$ cat src/rtl/wb_uart_tx.sv
`default_nettype none
// ============================================================================
// Module   : wb_uart_tx
// Purpose  : Wishbone slave UART transmitter. The CPU pushes bytes through a
//            four-word register window into a TX FIFO. A baud-rate FSM
//            serialises them as 8N1 frames on uart_tx_o. An optional even
//            parity bit is available when UART_TX_PARITY_EN is defined.
//            A level interrupt reports that transmission has drained.
// Ports    : clk, rst_n            - single clock, async active-low reset
//            wb_cyc_i/stb_i/we_i   - Wishbone request qualifiers
//            wb_adr_i              - byte address, [3:2] selects register
//            wb_dat_i/sel_i        - write data and byte selects
//            wb_dat_o              - read data, valid in the ack cycle
//            wb_ack_o/err_o        - registered response, one cycle later
//            wb_stall_o            - tied low
//            uart_tx_o             - serial line, idle high, registered
//            irq_o                 - TX-drained interrupt, registered
// Registers: 0 DATA (W push / R 0), 1 STATUS, 2 DIV, 3 CTRL
// Options  : `define UART_TX_PARITY_EN enables CTRL.par_en and PARITY state
// Revision : 1.0 - initial release
// ============================================================================

`ifndef WB_COM_AWIDTH
`define WB_COM_AWIDTH 32
`endif
`ifndef WB_COM_DWIDTH
`define WB_COM_DWIDTH 32
`endif

module wb_uart_tx #(
    parameter int unsigned FIFO_DEPTH = 8,
    parameter logic [15:0] DIV_RESET  = 16'd433
) (
    input  logic                            clk,
    input  logic                            rst_n,
    input  logic                            wb_cyc_i,
    input  logic                            wb_stb_i,
    input  logic                            wb_we_i,
    input  logic [`WB_COM_AWIDTH-1:0]       wb_adr_i,
    input  logic [`WB_COM_DWIDTH-1:0]       wb_dat_i,
    input  logic [`WB_COM_DWIDTH/8-1:0]     wb_sel_i,
    output logic [`WB_COM_DWIDTH-1:0]       wb_dat_o,
    output logic                            wb_ack_o,
    output logic                            wb_err_o,
    output logic                            wb_stall_o,
    output logic                            uart_tx_o,
    output logic                            irq_o
);

    localparam int unsigned c_AW = $clog2(FIFO_DEPTH);
    localparam int unsigned c_PW = c_AW + 1;
    localparam int unsigned c_DW = `WB_COM_DWIDTH;

    localparam logic [1:0] c_ADR_DATA   = 2'd0;
    localparam logic [1:0] c_ADR_STATUS = 2'd1;
    localparam logic [1:0] c_ADR_DIV    = 2'd2;
    localparam logic [1:0] c_ADR_CTRL   = 2'd3;

    typedef enum logic [2:0] {
        S_IDLE   = 3'd0,
        S_START  = 3'd1,
        S_DATA   = 3'd2,
        S_PARITY = 3'd3,
        S_STOP   = 3'd4
    } state_t;

    // ------------------------------------------------------------------------
    // Declarations
    // ------------------------------------------------------------------------
    state_t              state_q, state_d;
    logic [15:0]         cnt_q, cnt_d;
    logic [2:0]          bit_q, bit_d;
    logic [7:0]          shift_q, shift_d;
    logic                par_bit_q, par_bit_d;
    logic                par_frame_q, par_frame_d;
    logic                tx_q, tx_d;

    logic [15:0]         div_q;
    logic                ctrl_en_q;
    logic                ctrl_irq_q;
    logic                w_ctrl_par;

    logic [7:0]          fifo_mem_q [FIFO_DEPTH];
    logic [c_PW-1:0]     wr_ptr_q;
    logic [c_PW-1:0]     rd_ptr_q;
    logic [c_PW-1:0]     w_level;
    logic                w_full;
    logic                w_empty;
    logic [7:0]          w_head;

    logic                w_req;
    logic                w_wr;
    logic                w_rd;
    logic [1:0]          w_adr;
    logic                w_data_wr;
    logic                w_push;
    logic                w_ovf;
    logic                w_pop;
    logic                w_bit_end;
    logic                w_can_start;
    logic [c_DW-1:0]     w_rdata;

    logic                ack_q;
    logic                err_q;
    logic [c_DW-1:0]     dat_q;
    logic                irq_q;

    // Only [3:2] of the address, the low data half-word and sel[1:0] matter.
    logic                w_unused;
    assign w_unused = &{1'b0, wb_adr_i[`WB_COM_AWIDTH-1:4], wb_adr_i[1:0],
                        wb_dat_i[c_DW-1:16], wb_sel_i[c_DW/8-1:2]};

    // ------------------------------------------------------------------------
    // Bus decode
    // ------------------------------------------------------------------------
    assign w_req     = wb_cyc_i & wb_stb_i;
    assign w_wr      = w_req & wb_we_i;
    assign w_rd      = w_req & ~wb_we_i;
    assign w_adr     = wb_adr_i[3:2];

    // A DATA write without sel[0] carries no byte: it is acked but ignored.
    assign w_data_wr = w_wr & (w_adr == c_ADR_DATA) & wb_sel_i[0];
    // Fullness is taken before any same-cycle pop, so a push into a full
    // FIFO is rejected even if the FSM frees a slot in that cycle.
    assign w_ovf     = w_data_wr & w_full;
    assign w_push    = w_data_wr & ~w_full;

    // ------------------------------------------------------------------------
    // TX FIFO: pointers carry one extra wrap bit so full and empty differ
    // ------------------------------------------------------------------------
    assign w_level = wr_ptr_q - rd_ptr_q;
    assign w_full  = (w_level == c_PW'(FIFO_DEPTH));
    assign w_empty = (w_level == '0);
    assign w_head  = fifo_mem_q[rd_ptr_q[c_AW-1:0]];

    always_ff @(posedge clk) begin
        if (w_push) begin
            fifo_mem_q[wr_ptr_q[c_AW-1:0]] <= wb_dat_i[7:0];
        end
    end

    always_ff @(posedge clk or negedge rst_n) begin
        if (!rst_n) begin
            wr_ptr_q <= '0;
            rd_ptr_q <= '0;
        end else begin
            if (w_push) begin
                wr_ptr_q <= wr_ptr_q + c_PW'(1);
            end
            if (w_pop) begin
                rd_ptr_q <= rd_ptr_q + c_PW'(1);
            end
        end
    end

    // ------------------------------------------------------------------------
    // Configuration registers
    // ------------------------------------------------------------------------
    always_ff @(posedge clk or negedge rst_n) begin
        if (!rst_n) begin
            div_q      <= DIV_RESET;
            ctrl_en_q  <= 1'b0;
            ctrl_irq_q <= 1'b0;
        end else begin
            if (w_wr && (w_adr == c_ADR_DIV)) begin
                if (wb_sel_i[0]) begin
                    div_q[7:0] <= wb_dat_i[7:0];
                end
                if (wb_sel_i[1]) begin
                    div_q[15:8] <= wb_dat_i[15:8];
                end
            end
            if (w_wr && (w_adr == c_ADR_CTRL) && wb_sel_i[0]) begin
                ctrl_en_q  <= wb_dat_i[0];
                ctrl_irq_q <= wb_dat_i[1];
            end
        end
    end

`ifdef UART_TX_PARITY_EN
    logic ctrl_par_q;

    always_ff @(posedge clk or negedge rst_n) begin
        if (!rst_n) begin
            ctrl_par_q <= 1'b0;
        end else if (w_wr && (w_adr == c_ADR_CTRL) && wb_sel_i[0]) begin
            ctrl_par_q <= wb_dat_i[2];
        end
    end

    assign w_ctrl_par = ctrl_par_q;
`else
    assign w_ctrl_par = 1'b0;
`endif

    // ------------------------------------------------------------------------
    // Transmit FSM
    // ------------------------------------------------------------------------
    assign w_bit_end   = (cnt_q == 16'd0);
    assign w_can_start = ctrl_en_q & ~w_empty;

    always_ff @(posedge clk or negedge rst_n) begin
        if (!rst_n) begin
            state_q     <= S_IDLE;
            cnt_q       <= 16'd0;
            bit_q       <= 3'd0;
            shift_q     <= 8'd0;
            par_bit_q   <= 1'b0;
            par_frame_q <= 1'b0;
            tx_q        <= 1'b1;
        end else begin
            state_q     <= state_d;
            cnt_q       <= cnt_d;
            bit_q       <= bit_d;
            shift_q     <= shift_d;
            par_bit_q   <= par_bit_d;
            par_frame_q <= par_frame_d;
            tx_q        <= tx_d;
        end
    end

    // tx_d is the level of the *next* cycle, so each bit is launched from the
    // cycle that ends the previous one and the line never glitches.
    always_comb begin
        state_d     = state_q;
        cnt_d       = cnt_q;
        bit_d       = bit_q;
        shift_d     = shift_q;
        par_bit_d   = par_bit_q;
        par_frame_d = par_frame_q;
        tx_d        = tx_q;
        w_pop       = 1'b0;

        case (state_q)
            S_IDLE: begin
                tx_d  = 1'b1;
                w_pop = w_can_start;
            end

            S_START: begin
                if (w_bit_end) begin
                    state_d = S_DATA;
                    cnt_d   = div_q;
                    tx_d    = shift_q[0];
                end else begin
                    cnt_d   = cnt_q - 16'd1;
                end
            end

            S_DATA: begin
                if (w_bit_end) begin
                    cnt_d = div_q;
                    if (bit_q == 3'd7) begin
                        if (par_frame_q) begin
                            state_d = S_PARITY;
                            tx_d    = par_bit_q;
                        end else begin
                            state_d = S_STOP;
                            tx_d    = 1'b1;
                        end
                    end else begin
                        bit_d   = bit_q + 3'd1;
                        shift_d = {1'b0, shift_q[7:1]};
                        tx_d    = shift_q[1];
                    end
                end else begin
                    cnt_d = cnt_q - 16'd1;
                end
            end

            S_PARITY: begin
                if (w_bit_end) begin
                    state_d = S_STOP;
                    cnt_d   = div_q;
                    tx_d    = 1'b1;
                end else begin
                    cnt_d   = cnt_q - 16'd1;
                end
            end

            S_STOP: begin
                if (w_bit_end) begin
                    // Chaining straight into START keeps back-to-back frames
                    // free of idle cycles.
                    state_d = S_IDLE;
                    tx_d    = 1'b1;
                    w_pop   = w_can_start;
                end else begin
                    cnt_d   = cnt_q - 16'd1;
                end
            end

            default: begin
                state_d = S_IDLE;
                tx_d    = 1'b1;
            end
        endcase

        // Frame launch shared by IDLE and STOP: load the head byte, latch
        // its parity and the parity enable for the whole frame.
        if (w_pop) begin
            state_d     = S_START;
            cnt_d       = div_q;
            bit_d       = 3'd0;
            shift_d     = w_head;
            par_bit_d   = ^w_head;
            par_frame_d = w_ctrl_par;
            tx_d        = 1'b0;
        end
    end

    // ------------------------------------------------------------------------
    // Read mux and registered response
    // ------------------------------------------------------------------------
    always_comb begin
        w_rdata = '0;
        case (w_adr)
            c_ADR_STATUS: begin
                w_rdata[0]    = w_full;
                w_rdata[1]    = w_empty;
                w_rdata[2]    = (state_q != S_IDLE);
                w_rdata[15:8] = 8'(w_level);
            end
            c_ADR_DIV: begin
                w_rdata[15:0] = div_q;
            end
            c_ADR_CTRL: begin
                w_rdata[2:0]  = {w_ctrl_par, ctrl_irq_q, ctrl_en_q};
            end
            default: begin
                w_rdata = '0;
            end
        endcase
    end

    always_ff @(posedge clk or negedge rst_n) begin
        if (!rst_n) begin
            ack_q <= 1'b0;
            err_q <= 1'b0;
            dat_q <= '0;
            irq_q <= 1'b0;
        end else begin
            ack_q <= w_req & ~w_ovf;
            err_q <= w_ovf;
            dat_q <= w_rd ? w_rdata : '0;
            irq_q <= ctrl_irq_q & w_empty & (state_q == S_IDLE);
        end
    end

    assign wb_ack_o   = ack_q;
    assign wb_err_o   = err_q;
    assign wb_dat_o   = dat_q;
    assign wb_stall_o = 1'b0;
    assign uart_tx_o  = tx_q;
    assign irq_o      = irq_q;

endmodule

`default_nettype wire

$ cat config.mk
export PLATFORM = sky130hd
export DESIGN_NAME = wb_uart_tx
export DESIGN_NICKNAME = d
export VERILOG_FILES = /design/src/rtl/wb_uart_tx.sv
export SDC_FILE = /design/constraint.sdc
export NUM_CORES = 1
export LEC_CHECK = 0
export CAP_MARGIN = 10
export CORE_MARGIN = 5
export CORE_UTILIZATION = 51
export DETAILED_ROUTE_END_ITERATION = 7
export PLACE_DENSITY = 0.77
export SETUP_SLACK_MARGIN = 0.05
export SYNTH_ARGS = -nofsm -noshare
export SYNTH_HDL_FRONTEND = slang
export SYNTH_SLANG_ARGS = --single-unit
$ cat constraint.sdc
create_clock -name clk -period 5.1 [get_ports clk]
set_clock_uncertainty 0.2 [all_clocks]
set_input_delay 0.765 -clock clk [delete_from_list [all_inputs] [get_ports clk]]
set_output_delay 0.765 -clock clk [all_outputs]
set_load 0.05 [all_outputs]
==> impl_results.md <==
* Outcome: finished, final reports clean
* Depth of the CTS H-tree at 4
* Adder-cell share of the synthesized area at 0.0281
* Most frequent cells in the layout: dfrtp_1 (70), edfxtp_1 (64), nand2_1 (49)
* RSZ-0062 raised after global routing: no
* DRC at 0
* Synth Flop Type: dfrtp_1
* Setup total negative slack at 0 ps
* CP Depth at 8
* Largest family of logic cells by synthesized area: simple AND/OR/NAND/NOR gates
* Maxcap violations at 0
* Final Core Density at 0.608
* Maximum VDD drop at 303 uV
* Dpl ws at ~1200 ps
* Period utilisation layout at 0.775
* Synth-to-Final Area Change at 17.7%
* Vias in the first global route at approximately 4400
* Synth Area in Simple Gates at 0.131
* Number of synthesized flops with an enable pin at 64
* Routed via count at around 4300
* Die height at approximately 120 um
* PD cells at ~460 nW/um^2
* Hold Path Class: in2async
* Static Leak at between 3 and 4 nW
* Final GP Congestion at about 0.89
* Post-layout minimum cycle time at 3950 ps
* TritonCTS clock tree: done
* Core Area at 12600 sq um
* Post-route antenna net violation count at 0
* Clk buf depth at 2
* R2R Path Start: rd_ptr_q[1]
* Worst slew margin at 0.192
* First-pass GRT wire length at ~23000 um
* Post-synthesis compound-gate area fraction at 0.0817
* Capture point of the worst reg-to-reg path: cnt_q[0]
* Hpwl dp at 9590 um
* CP startpoint kind: register
* Fin. Hold Viols at 0
* Seq/Total Area, Yosys at 0.590
* Starting Density at 0.517
* Post-Synth XOR/XNOR Area at 0.0146
* Drt initial violations at approximately 430
* Initial antenna violation count at 0
* Antenna Cells at 0
* Pre-antenna DRT Iters at 5
* Cells after synthesis at slightly above 500
* Peak Freq at around 0.25 GHz
* Most common cell after layout, fill and taps aside: dfrtp_1
* DIE WIDTH at approximately 120 um
* Post-route insts no fill at between 700 and 800
* Drt wl/cell at 18.4 um
* DRT Wirelength at between 10000 and 15000 um
* CTS Sinks at 140
* Critical Path RT at 5220 ps
* Top Family by Delay on Critical Path: compound AO/OA/AOI/OAI gates
* Layout cell share with drive strength beyond 1 at 0.163
* Tot Pwr at ~3.5 mW
* TritonCTS Buffers at 17
* CTS clock-pin slew for the worst setup and hold paths at 60 ps
* Post-cts hold buffer count at 0
* Async SR Flop Fraction at 0.543
* Critical path capture point type: register
* IO Pins at 110
* Mux cell area share after synthesis at 0.113
* R2R Setup Slk at about 1100 ps
* Grt total ovfl at 0
* Post-layout instance area at around 7600 sq um
* Overall routing resource usage at 0.200
* Max FO, Critical Path at 13
* Buf+Inv Stages, Crit Path at 1
* FF+latch count, synth at 140
* Pins Over Slew Limit at 0
* Average size of a mapped cell at 12.6 sq um
* Port bufs at 44
* CP max stage delay at just over 600 ps
* Placed insts at approximately 720
* Worst hold slack at approximately 290 ps
* Final Net Count at roughly 660
* Cell Area, Synth at 6490 sq um
* Critical Path AT at 4080 ps
* Routed vias/inst at approximately 5.7
* PostCTS Resize Cnt at 0
* Die area at 15100 sq um
* Dpl cell area at approximately 7000 sq um
* Worst slew pin tran at ~1200 ps
* Final setup violation count at 0
* Largest net degree at the start of global routing at 77
* Syn. warnings at 0
* Cell variety after synth at 60
* Standard-cell rows at 41
* R2R cell count at 8
* Clk_lat worst skew at about 420 ps
* Worst setup margin at around 1100 ps
* Crit-path cells: clkinv_1, fa_1, xor2_1, or3_1, o31ai_1, a21oi_1, or2_2, a221oi_1
* Cell chosen for the clock root: clkbuf_16
* Setup Crit Path Kind: reg2reg
* CP max stage cell: dfrtp_1
* Setup repair bufs after CTS at 0
cell type report:
cell class	count	area (sq um)
sequential	140	3830
tap	172	215
clock buffer	17	425
clock inverter	15	139
fill	957	4930
multi-input combinational	342	2460
timing repair buffer	55	520
inverter	13	48.8
report_power, final:
group,switching [mW],internal (mW)
Sequential,0.177,1.34
Clock,0.495,0.677
Combinational,0.472,0.382
cells in the mapped netlist (all sizes together) (9+ instances only):
| master | instances | area, sq um |
|---|---|---|
| nor3 | 18 | 95.1 |
| and2 | 10 | 62.6 |
| mux2 | 18 | 203 |
| and3 | 9 | 56.3 |
| ha | 13 | 163 |
| o21ai | 14 | 70.1 |
| inv | 12 | 45.0 |
| mux2i | 17 | 170 |
| buf | 27 | 181 |
| a21oi | 28 | 144 |
| nor2 | 35 | 131 |
| dfrtp | 70 | 1750 |
| mux4 | 16 | 360 |
| nand2 | 50 | 190 |
| nand3 | 10 | 50.1 |
| clkbuf | 10 | 37.5 |
| edfxtp | 64 | 1920 |
flip-flops by register name, summed over array words and instances, names as in the netlist, 3 cells and up:
name	flops
cnt_q	16
wb_dat_o	16
shift_q	8
fifo_mem_q	64
state_q	3
wr_ptr_q	4
bit_q	3
div_q	16
rd_ptr_q	4
kinds of logic (layout without fill, tap and decap cells):
logic type      Yosys count  after routing
compound gates           81             81
xor+xnor                 10             10
fa+ha+maj                14             14
buf+inv                  50            100
flops                   140            140
mux                      51             51
other cells               1             17
simple gates            169            169
how the worst max path moves through the flow:
| stage | start | endpoint | slack, ps |
|---|---|---|---|
| 2_1_floorplan | rd_ptr_q[2] | fifo_mem_q[2][0] | 1370 |
| 3_3_place_gp | rd_ptr_q[1] | fifo_mem_q[3][3] | 1190 |
| 3_5_place_dp | rd_ptr_q[1] | fifo_mem_q[3][3] | 1180 |
| 4_1_cts | rd_ptr_q[1] | fifo_mem_q[3][5] | 1150 |
| 5_1_grt | rd_ptr_q[1] | fifo_mem_q[3][0] | 820 |
| 6_report | rd_ptr_q[1] | cnt_q[0] | 1150 |
layer usage:
metal	part of all wire	wire length, um	GRT usage
met5	0	0	0
met2	0.51	7060	0.346
met3	0.058	799	0.0507
met4	0.015	212	0.0609
met1	0.42	5780	0.247
Power figures use the tool's default switching activity.
